===== src/rtl/stack_pkg.sv =====
// Shared constants and op encoding for the operand stack.
// The optional sticky error flags are enabled with the STACK_ERR_FLAGS_EN macro.
package stack_pkg;

  localparam int WIDTH_DEF = 8;
  localparam int DEPTH_DEF = 16;
  localparam int PTR_W     = $clog2(DEPTH_DEF + 1);

  // Encoding is {push, pop}
  typedef enum logic [1:0] {
    OP_NONE = 2'b00,
    OP_POP  = 2'b01,
    OP_PUSH = 2'b10,
    OP_REPL = 2'b11
  } op_e;

  function automatic op_e decode_op(input logic push, input logic pop);
    return op_e'({push, pop});
  endfunction

endpackage


===== src/rtl/stack_regfile.sv =====
// DEPTH x WIDTH storage for the operand stack: one synchronous write port,
// one asynchronous read port. Contents are deliberately not reset.
module stack_regfile
  import stack_pkg::*;
#(
  parameter int WIDTH = WIDTH_DEF,
  parameter int DEPTH = DEPTH_DEF,
  localparam int AW   = $clog2(DEPTH)
) (
  input  logic             clk,
  input  logic             we,
  input  logic [AW-1:0]    waddr,
  input  logic [WIDTH-1:0] wdata,
  input  logic [AW-1:0]    raddr,
  output logic [WIDTH-1:0] rdata
);

  logic [WIDTH-1:0] mem [DEPTH];

  always_ff @(posedge clk) begin
    if (we) mem[waddr] <= wdata;
  end

  assign rdata = mem[raddr];

endmodule


===== src/rtl/stack_unit.sv =====
// LIFO operand stack for the stack CPU: push/pop/replace/peek with saturating sp.
// Define STACK_ERR_FLAGS_EN to get sticky overflow/underflow flags; otherwise they read 0.
module stack_unit
  import stack_pkg::*;
#(
  parameter int WIDTH = WIDTH_DEF,
  parameter int DEPTH = DEPTH_DEF
) (
  input  logic                       clk,
  input  logic                       rst_n,
  input  logic                       push,
  input  logic                       pop,
  input  logic                       tos,
  input  logic [WIDTH-1:0]           dataIn,
  output logic [WIDTH-1:0]           dataOut,
  output logic                       full,
  output logic                       empty,
  output logic [$clog2(DEPTH+1)-1:0] count,
  output logic                       overflow,
  output logic                       underflow
);

  localparam int SPW = $clog2(DEPTH + 1);
  localparam int AW  = $clog2(DEPTH);

  logic [SPW-1:0]   sp;
  logic [WIDTH-1:0] dout_q;
  logic [WIDTH-1:0] rdata;
  logic [WIDTH-1:0] top_data;
  logic [AW-1:0]    top_addr;
  logic [AW-1:0]    waddr;
  logic             we;
  logic             peek;
  op_e              op;

  assign op       = decode_op(push, pop);
  assign full     = (sp == SPW'(DEPTH));
  assign empty    = (sp == '0);
  assign count    = sp;
  // sp-1 wraps to the last slot when empty; the read is masked by empty below
  assign top_addr = AW'(sp - SPW'(1));

  // Replace overwrites the top slot; a plain push (or replace on empty) lands at sp
  always_comb begin
    we    = 1'b0;
    waddr = sp[AW-1:0];
    if (rst_n) begin
      unique case (op)
        OP_PUSH: we = !full;
        OP_REPL: begin
          we = 1'b1;
          if (!empty) waddr = top_addr;
        end
        default: we = 1'b0;
      endcase
    end
  end

  stack_regfile #(.WIDTH(WIDTH), .DEPTH(DEPTH)) u_regfile (
    .clk   (clk),
    .we    (we),
    .waddr (waddr),
    .wdata (dataIn),
    .raddr (top_addr),
    .rdata (rdata)
  );

  assign peek     = pop | tos;
  assign top_data = empty ? '0 : rdata;
  assign dataOut  = peek ? top_data : dout_q;

  always_ff @(posedge clk) begin
    if (!rst_n) begin
      sp     <= '0;
      dout_q <= '0;
    end else begin
      if (peek) dout_q <= top_data;
      unique case (op)
        OP_PUSH: if (!full)  sp <= sp + SPW'(1);
        OP_POP:  if (!empty) sp <= sp - SPW'(1);
        OP_REPL: if (empty)  sp <= SPW'(1);
        default: ;
      endcase
    end
  end

`ifdef STACK_ERR_FLAGS_EN
  logic ovf_q;
  logic udf_q;

  always_ff @(posedge clk) begin
    if (!rst_n) begin
      ovf_q <= 1'b0;
      udf_q <= 1'b0;
    end else begin
      if (op == OP_PUSH && full) ovf_q <= 1'b1;
      if ((op == OP_POP || op == OP_REPL) && empty) udf_q <= 1'b1;
    end
  end

  assign overflow  = ovf_q;
  assign underflow = udf_q;
`else
  assign overflow  = 1'b0;
  assign underflow = 1'b0;
`endif

endmodule


===== config.mk =====
export PLATFORM = sky130hd
export DESIGN_NAME = stack_unit
export DESIGN_NICKNAME = d
export VERILOG_FILES = /design/src/rtl/stack_pkg.sv /design/src/rtl/stack_regfile.sv /design/src/rtl/stack_unit.sv
export SDC_FILE = /design/constraint.sdc
export NUM_CORES = 1
export LEC_CHECK = 0
export ABC_CLOCK_PERIOD_IN_PS = 3500
export BUFFER_PORTS_ARGS = -buffer_cell sky130_fd_sc_hd__buf_2
export CAP_MARGIN = 10
export CORE_MARGIN = 8
export CORE_UTILIZATION = 25
export CTS_CLUSTER_DIAMETER = 60
export DETAILED_ROUTE_END_ITERATION = 10
export SLEW_MARGIN = 25
export SYNTH_ARGS = -nofsm -noshare
export SYNTH_HDL_FRONTEND = slang
export SYNTH_HIERARCHICAL = 1
export SYNTH_SLANG_ARGS = --single-unit

===== constraint.sdc =====
create_clock -name clk -period 3.5 [get_ports clk]
set_input_delay 0.525 -clock clk [delete_from_list [all_inputs] [get_ports clk]]
set_output_delay 0.525 -clock clk [all_outputs]
set_load 0.005 [all_outputs]

==> reports/qor.txt, run 1 <==
Max Cap Violations -> 0
Cell Area, Synth -> 0.00586 mm2
Layout Nets -> 383
hold_ws -> 0.482 ns
share of layout cells above drive strength 1 -> 27.6%
CP Class -> flop to output port
per-cell routed wire length -> 18.0 um
Setup Viol. Count Final -> 0
ant diodes -> 0
Slew HR -> 53.8%
Via density -> 4.38
maximum VDD drop -> 0.337 mV
Most used DFF post-synth -> edfxtp_1
Residual DRC -> 0
Worst-path clk slew -> 0.06 ns
P_sw -> 1.42 mW
Yosys top cell by area -> edfxtp_1
H-tree lvl count -> 4
hold-critical path depth -> 1
Seq/Total Area, Yosys -> 70.0%
CP Data Required Time -> 2.97 ns
setup total negative slack -> 0 ns
Post-synth EDFFs -> 128
YS warnings -> 6
Int Pwr -> 3.54 mW
GPL Wtd Cong -> 0.731
Layout area overhead -> 19.7%
cell area power density -> 707 mW/mm2
Seq cells post-synth -> 141
Critical Path Fanout Max -> 32
Overall Power -> 4.96 mW
Die H -> 169 um
share of the synthesized area in the top cell type -> 65.6%
# clock sinks -> 141
IO Port Bufs -> 27
largest net degree at the start of global routing -> 38
final worst-path cycle share -> 95.2%
first-pass GRT wire length -> 19.2 mm
DIE AREA -> 0.0286 mm2
Flop pwr share -> 39.6%
core area -> 0.0233 mm2
Antenna Nets Post-Route -> 0
Syn Area/Cell -> 18.4 um2
leakage power -> 2.39 nW
Max Freq -> 300 MHz
io pins -> 30
row count -> 56
Sw Share -> 28.6%
vias -> 3060
Starting DRT DRC Count -> 272
Tmin final -> 3.33 ns
post-route clock skew -> 0.0101 ns
CP Launch Type -> flop
flop2flop setup slack -> 0.70 ns
initial antenna violation count -> 0
vias in the first global route -> 3140
part of the power in combinational logic -> 25.8%
postcts setup bufs -> 0
Arr. time, crit path -> 2.81 ns
# fillers -> 2334
wirelength, routed -> 12.6 mm
die width -> 169 um
top-count cell post-synth -> edfxtp_1
clock power share -> 34.6%
Initial Util -> 25.2%
Inserted Clock Buffers -> 17
GRT overflow -> 0
FF-to-FF path depth -> 9
RSZ-0062 raised after global routing -> false
top cells by count, synth -> 128 x edfxtp_1, 18 x mux4_2, 18 x nor2_1, 17 x a22oi_1, 15 x nand2_1
Max Slew Vio Count -> 0
Worst-Margin Slew -> 0.693 ns
worst skew pair latency -> 0.42 ns
post-synth cell types -> 42
Area contributors post-synth -> edfxtp_1 66%, mux4_2 6.9%, mux4_1 6.3%
asr flop ratio synth -> 0%
GRT Total Usage -> 9.16%
Root Driver -> clkbuf_16
Detailed Place HPWL -> 8.22 mm
Setup crit end kind -> output port
Bufs on Longest Clock Path -> 2
Mapped Cells -> 319
TritonRoute pass-1 iters -> 4
final hold vios -> 0
CTS tree -> built
status -> finished, final reports clean
worst min path class -> input pin to flop
## power groups by stage
stage               clock, mW  sequential (mW)  combinational (mW)
finish                   1.72             1.96                1.28
global route             1.83             1.97                1.40
CTS                      1.75             1.96                1.29
detailed placement          0             2.00                1.28
global placement            0             1.99                1.28
floorplan                   0             1.98               0.916
## flip-flops by register name (all words and copies together), names as in the netlist
name / flops
u_regfile/mem: 128
dout_q: 8
count: 5
## metal layers
metal / GRT usage (%) / routed length, um / vias to the layer above
li1: - / - / 1393
met1: 12.0 / 5380 / 1567
met2: 14.0 / 5980 / 95
met3: 3.33 / 1110 / 5
met4: 2.81 / 98 / 0
met5: 0 / 0 / -
## layout by cell type, fill, tap and decap left out, types with 2 or more instances in the layout
cell | Yosys | final
edfxtp_1 | 128 | 128
buf_2 | 5 | 27
mux4_2 | 18 | 18
nor2_1 | 18 | 17
a22oi_1 | 17 | 17
clkbuf_16 | 0 | 17
buf_4 | 5 | 16
nand2_1 | 15 | 15
mux4_1 | 14 | 14
dfxtp_1 | 13 | 13
and2_1 | 10 | 9
a22o_1 | 8 | 8
inv_1 | 6 | 5
nand3_1 | 4 | 4
o21ai_0 | 4 | 4
a211oi_1 | 4 | 4
clkinv_2 | 0 | 4
nor3_1 | 4 | 4
a21oi_1 | 3 | 3
xnor2_1 | 3 | 3
nor2_2 | 2 | 3
nand2b_1 | 3 | 3
nand3b_1 | 3 | 3
ha_1 | 3 | 3
clkinv_1 | 0 | 3
xor2_1 | 3 | 2
nor2b_1 | 3 | 2
o221ai_1 | 2 | 2
conb_1 | 1 | 2
bufinv_16 | 0 | 2
clkinv_4 | 0 | 2
inv_6 | 0 | 2
buf_12 | 0 | 2
## cells by family after synthesis
group,Yosys count,synth area share [%]
XOR/XNOR,6,0.897
AND/OR/NAND/NOR,70,6.68
adder cells (fa/ha/maj),3,0.641
flip-flops,141,70.0
multiplexers,32,13.2
AO/OA/AOI/OAI,43,5.87
other,1,0.0640
buffers and inverters,23,2.61
## final cells by class
cell class	count	area (um2)	area share, %
multi-input cells	156	1620	23.1
repair buffers	45	295	4.21
well taps	319	399	5.69
clock inverters	15	145	2.07
clock buffers	17	425	6.07
flip-flops and latches	141	4100	58.5
inverters	6	22.5	0.321
## worst paths after layout
kind	from	end
hold / removal	dataIn[1]	u_regfile/mem[11][1]
setup reg to reg	count[1]	u_regfile/mem[12][5]
hold reg to reg	dout_q[1]	dout_q[1]
setup / recovery	count[1]	dataOut[3]
## critical path, stage by stage (launching register included)
cell and delay (ns):
dfxtp_1 0.46, inv_1 0.14, ha_1 0.35, inv_1 0.11, buf_12 0.22, mux4_1 0.33, a22oi_1 0.29, nand2_1 0.13
a22o_1 0.23, buf_2 0.13
## what timing repair did
action	CTS	global route
hold buffers	0	0
endpoints found under the setup margin	0	8
resized for setup	0	4
## metrics by stage
| step | instances | util [%] | area [um2] | worst slack, ns |
|---|---|---|---|---|
| finish | 699 | 30.1 | 7010 | 0.169 |
| floorplan | 320 | - | 5860 | 0.632 |
| global route | 699 | 30.1 | 7010 | 0.00973 |
| detailed placement | 667 | 27.6 | 6430 | 0.468 |
| global placement | 667 | 27.6 | 6430 | 0.518 |
| CTS | 699 | 30.1 | 7000 | 0.0107 |
No activity file was read; power rests on OpenSTA's default activity.
==> inputs of run 2 (changes only) <==
--- a/config.mk
+++ b/config.mk
@@ -5,13 +5,16 @@
 export SDC_FILE = /design/constraint.sdc
 export NUM_CORES = 1
 export LEC_CHECK = 0
+export ABC_AREA = 1
 export ABC_CLOCK_PERIOD_IN_PS = 3500
 export BUFFER_PORTS_ARGS = -buffer_cell sky130_fd_sc_hd__buf_2
 export CAP_MARGIN = 10
+export CELL_PAD_IN_SITES_DETAIL_PLACEMENT = 0
+export CELL_PAD_IN_SITES_GLOBAL_PLACEMENT = 2
 export CORE_MARGIN = 8
 export CORE_UTILIZATION = 25
-export CTS_CLUSTER_DIAMETER = 60
 export DETAILED_ROUTE_END_ITERATION = 10
+export PLACE_DENSITY_LB_ADDON = 0.1
 export SLEW_MARGIN = 25
 export SYNTH_ARGS = -nofsm -noshare
 export SYNTH_HDL_FRONTEND = slang
==> run 2 against run 1 <==
Compared with the run above:
- setup slack improved by 0.051 ns
- sequential share of layout area down 5.1 points
- cell count up 54%
- critical endpoint is now dataOut[1]
- largest power group unchanged
==> reports/qor.txt, run 2 <==
status -> finished, final reports clean
CP Data Required Time -> 2.97 ns
FF-to-FF path depth -> 9
Seq cells post-synth -> 141
largest net degree at the start of global routing -> 66
final worst-path cycle share -> 93.7%
Worst-Margin Slew -> 0.824 ns
CP peak stage delay -> 0.45 ns
leakage power -> 3.33 nW
Most used DFF post-synth -> edfxtp_1
first-pass GRT wire length -> 30.0 mm
post-synthesis compound-gate area fraction -> 1.25%
most frequent cells in the layout -> 218 x nand2_1, 128 x edfxtp_1, 116 x nand3_1
multi-input logic area -> 0.00176 mm2
Reg area -> 0.00410 mm2
flop2flop setup slack -> 0.71 ns
largest family of logic cells by synthesized area -> simple AND/OR/NAND/NOR gates
hold-critical path depth -> 3
Via density -> 4.21
worst r2r src -> count[0]
top-count cell post-synth -> nand2_1
setup total negative slack -> 0 ns
delay-heaviest family, CP -> buffers and inverters
core area -> 0.0258 mm2
number of flip-flops under the largest register name -> 128
dpl cells -> 1038
simple-gate share of the synthesized area -> 25.0%
cell mode on critical path -> nand3_1
r2r endpoint -> u_regfile/mem[3][3]
Slew HR -> 45.1%
Layout Nets -> 739
post-synth cell types -> 26
Place WS -> 0.597 ns
top cells by count, synth -> 218 x nand2_1, 128 x edfxtp_1, 116 x nand3_1, 115 x inv_1, 25 x nor2_1
row count -> 59
Setup crit end kind -> output port
hold endpoint -> count[2]
TritonRoute pass-1 iters -> 4
Max Cap Violations -> 0
Die H -> 177 um
Antenna Nets Post-Route -> 0
post-route clock skew -> 0.00896 ns
Detailed Place HPWL -> 12.6 mm
Worst-path clk slew -> 0.06 ns
share of the synthesized area in the top cell type -> 59.1%
CTS tree -> built
Root Driver -> clkbuf_16
vias in the first global route -> 4726
Max Slew Vio Count -> 0
DIE AREA -> 0.0314 mm2
Mapped Cells -> 684
Core Util, Final -> 29.7%
initial antenna violation count -> 0
asr flop ratio synth -> 0%
maximum VDD drop -> 0.285 mV
Final Non-Filler Cells -> 1073
# fillers -> 2700
YS warnings -> 6
Post-synth EDFFs -> 128
wirelength, routed -> 19.4 mm
CP bufs+invs -> 5
IO Port Bufs -> 27
Starting DRT DRC Count -> 436
Yosys top cell by area -> edfxtp_1
# clock sinks -> 141
Inserted Clock Buffers -> 17
CP cell instances -> inv_2 -> ha_1 -> inv_1 -> inv_2 -> buf_12 -> nand3_1 -> nand3_1 -> nand3_1 -> nand2_1 -> nand3_1 -> nand2_1 -> buf_2
Syn Area/Cell -> 9.51 um2
GPL Wtd Cong -> 0.747
Bufs on Longest Clock Path -> 2
Overall Power -> 5.45 mW
CP Launch Type -> flop
GRT overflow -> 0
GRT Total Usage -> 13.0%
mux contribution to synthesized area -> 0%
Critical Path Fanout Max -> 17
Initial Util -> 25.2%
worst skew pair latency -> 0.42 ns
vias -> 4514
hold_sp -> rst_n
per-cell routed wire length -> 18.1 um
Post-Synth Adder-Cell Area -> 0.577%
cell area power density -> 709 mW/mm2
Area contributors post-synth -> edfxtp_1 59%, nand2_1 13%, nand3_1 8.9%
die width -> 177 um
RSZ-0062 raised after global routing -> false
post-synthesis xor/xnor area fraction -> 0.135%
Residual DRC -> 0
most common cell after layout, fill and taps aside -> nand2_1
CP Class -> flop to output port
Seq/Total Area, Yosys -> 63.1%
Worst path slowest cell -> dfxtp_1
Cell Area, Synth -> 0.00651 mm2
Final WS setup -> 0.220 ns
Tmin final -> 3.28 ns
Layout area overhead -> 18.1%
Max Freq -> 305 MHz
Arr. time, crit path -> 2.75 ns
share of layout cells above drive strength 1 -> 12.8%
worst min path class -> input pin to flop
Setup Viol. Count Final -> 0
H-tree lvl count -> 4
largest register by flop count -> u_regfile/mem
final hold vios -> 0
io pins -> 30
==> run 2: cell count changes in the layout (fill, tap and decap cells not counted), moves of 9 or more <==
cell     change
a22oi_1     -17
inv_1      +108
mux4_2      -18
and2_1       -9
a21oi_1      +9
mux4_1      -14
nand3_1    +112
nand2_1    +203
==> run 2: worst min-delay path, delay by kind of cell <==
kind | cells | cell delay [ns]
buffers and inverters | 1 | 0.15
and+or+nand+nor | 2 | 0.11
==> run 2: per-stage QoR <==
stage | cell area [um2] | hold WS [ns]
floorplan | 6510 | 0.451
global placement | 7030 | 0.464
detailed placement | 7030 | 0.463
CTS | 7650 | 0.382
global route | 7680 | 0.415
finish | 7680 | 0.403
==> run 2: layer usage <==
layer / global-route usage (%) / part of all wire, % / vias to the layer above
li1: - / - / 2281
met1: 17.8 / 49 / 2176
met2: 21.0 / 47 / 43
met3: 2.17 / 2.0 / 14
met4: 3.68 / 1.5 / 0
met5: 0 / 0 / -
==> run 2: how the worst max path moves through the flow <==
stage / cells after the start / endpoint / start / slack, ns
after floorplan: 13 / dataOut[0] / count[0] / 1.21
after global placement: 7 / u_regfile/mem[3][6] / rst_n / 0.59
after detailed placement: 7 / u_regfile/mem[3][6] / rst_n / 0.60
after CTS: 11 / dataOut[7] / count[0] / 0.18
after global routing: 12 / dataOut[4] / count[0] / 0.04
final: 12 / dataOut[1] / count[0] / 0.22
==> run 2: cell families (layout without fill, tap and decap cells) <==
logic type               after synthesis  count (layout)
buffers and inverters                146             197
AND/OR/NAND/NOR                      376             376
flip-flops                           141             141
other                                  1               4
XOR/XNOR                               1               1
AO/OA/AOI/OAI                         16              16
adder cells (fa/ha/maj)                3               3
==> run 2: layout make-up <==
type | count | area share [%]
clock inverter | 14 | 2.49
antenna | 2 | 0.0652
multi-input combinational | 398 | 23.0
clock buffer | 18 | 5.59
timing repair buffer | 47 | 4.20
tap | 335 | 5.46
inverter | 118 | 5.82
sequential | 141 | 53.4
==> run 2: power breakdown <==
group	internal, mW	total [mW]	switching, mW
Sequential	1.93	1.99	0.0501
Clock	1.19	1.92	0.726
Combinational	0.468	1.54	1.08
Total	3.60	5.45	1.85
==> run 2: timing repair <==
action / 4_1_cts / 5_1_grt
setup endpoints to repair: 0 / 3
buffers inserted: 0 / 1
hold buffers: 0 / 0
gates resized for setup: 0 / 1
==> inputs of run 3 (changes only) <==
--- a/config.mk
+++ b/config.mk
@@ -13,6 +13,7 @@
 export CELL_PAD_IN_SITES_GLOBAL_PLACEMENT = 2
 export CORE_MARGIN = 8
 export CORE_UTILIZATION = 25
+export CTS_BUF_LIST = sky130_fd_sc_hd__clkbuf_8 sky130_fd_sc_hd__clkbuf_16
 export DETAILED_ROUTE_END_ITERATION = 10
 export PLACE_DENSITY_LB_ADDON = 0.1
 export SLEW_MARGIN = 25
==> run 3 against run 2 <==
Compared with the run above:
- final area unchanged
- critical path depth unchanged
- combinational power about the same
- critical endpoint unchanged
==> reports/qor.txt, run 3 (synthesis gave the netlist of run 2 again) <==
final worst-path cycle share -> 93.7%
Setup Viol. Count Final -> 0
share of layout cells above drive strength 1 -> 12.8%
GRT overflow -> 0
CP bufs+invs -> 5
CP cell instances -> inv_2 -> ha_1 -> inv_1 -> inv_2 -> buf_12 -> nand3_1 -> nand3_1 -> nand3_1 -> nand2_1 -> nand3_1 -> nand2_1 -> buf_2
Slew HR -> 45.1%
Final Non-Filler Cells -> 1073
Max Cap Violations -> 0
cell area power density -> 709 mW/mm2
row count -> 59
Setup crit end kind -> output port
post-route clock skew -> 0.00896 ns
Max Slew Vio Count -> 0
TritonRoute pass-1 iters -> 4
Inserted Clock Buffers -> 17
GRT Total Usage -> 13.0%
# clock sinks -> 141
Initial Util -> 25.2%
largest register by flop count -> u_regfile/mem
die width -> 177 um
Antenna Nets Post-Route -> 0
Max Freq -> 305 MHz
most common cell after layout, fill and taps aside -> nand2_1
Worst-path clk slew -> 0.06 ns
Die H -> 177 um
Detailed Place HPWL -> 12.6 mm
IO Port Bufs -> 27
initial antenna violation count -> 0
maximum VDD drop -> 0.281 mV
H-tree lvl count -> 4
Core Util, Final -> 29.7%
Worst path slowest cell -> dfxtp_1
leakage power -> 3.33 nW
Layout Nets -> 739
final hold vios -> 0
Worst-Margin Slew -> 0.824 ns
most frequent cells in the layout -> 218 x nand2_1, 128 x edfxtp_1, 116 x nand3_1
io pins -> 30
RSZ-0062 raised after global routing -> false
GPL Wtd Cong -> 0.747
CTS tree -> built
vias -> 4513
Critical Path Fanout Max -> 17
dpl cells -> 1038
Root Driver -> clkbuf_16
first-pass GRT wire length -> 30.0 mm
number of flip-flops under the largest register name -> 128
Post-CTS Hold Fix Bufs -> 0
worst skew pair latency -> 0.42 ns
CP peak stage delay -> 0.45 ns
worst min path class -> input pin to flop
CP Data Required Time -> 2.97 ns
per-cell routed wire length -> 18.1 um
delay-heaviest family, CP -> buffers and inverters
Bufs on Longest Clock Path -> 2
Residual DRC -> 0
vias in the first global route -> 4726
wirelength, routed -> 19.4 mm
hold_ws -> 0.403 ns
CP Launch Type -> flop
CP Class -> flop to output port
Starting DRT DRC Count -> 436
Via density -> 4.21
setup total negative slack -> 0 ns
Layout area overhead -> 18.1%
core area -> 0.0258 mm2
Tmin final -> 3.28 ns
Arr. time, crit path -> 2.75 ns
cell mode on critical path -> nand3_1
status -> finished, final reports clean
DIE AREA -> 0.0314 mm2
largest net degree at the start of global routing -> 66
## run 3: changes by cell type in the layout (fill, tap and decap cells not counted)
cell and change:
clkbuf_1 -1, inv_1 +1
## run 3: what timing repair did
action,4_1_cts,5_1_grt
resized for setup,0,1
endpoints found under the setup margin,0,3
buffers inserted,0,1
## run 3: final timing paths
| kind | slack [ns] | depth (start not counted) | start | end |
|---|---|---|---|---|
| setup / recovery | 0.22 | 12 | count[0] | dataOut[1] |
| hold / removal | 0.40 | 3 | rst_n | count[2] |
| setup reg to reg | 0.71 | 9 | count[0] | u_regfile/mem[3][3] |
| hold reg to reg | 0.47 | 2 | dout_q[0] | dout_q[0] |
## run 3: metal layers
layer	global-route usage (%)	routed length [um]
met1	17.8	9610
met2	21.0	9130
met3	2.17	390
met4	3.68	286
met5	0	0
## run 3: per-stage QoR
| stage | power (mW) | cell area (um2) | setup slack [ns] |
|---|---|---|---|
| after floorplan | 2.98 | 6510 | 1.21 |
| after global placement | 3.60 | 7030 | 0.593 |
| after detailed placement | 3.58 | 7030 | 0.597 |
| after CTS | 5.52 | 7650 | 0.179 |
| after global routing | 5.75 | 7680 | 0.0438 |
| final | 5.45 | 7680 | 0.220 |
## run 3: area by class of cell
cell class	instances	area, um2
diodes	2	5.00
clock buffers	17	425
clock inverters	15	195
fillers	2700	18200
inverters	118	447
multi-input cells	398	1760
flip-flops and latches	141	4100
well taps	335	419
repair buffers	47	323
## run 3: tightest hold or removal path, cell delays in order
cell     delay [ns]
buf_2          0.15
nand2_1        0.08
nor2_1         0.03
## run 3: power breakdown
part           switching, mW  total (mW)  internal, mW  leakage, nW
Sequential            0.0501        1.99          1.93         1.26
Combinational           1.08        1.54         0.468         1.77
Clock                  0.726        1.92          1.19        0.298
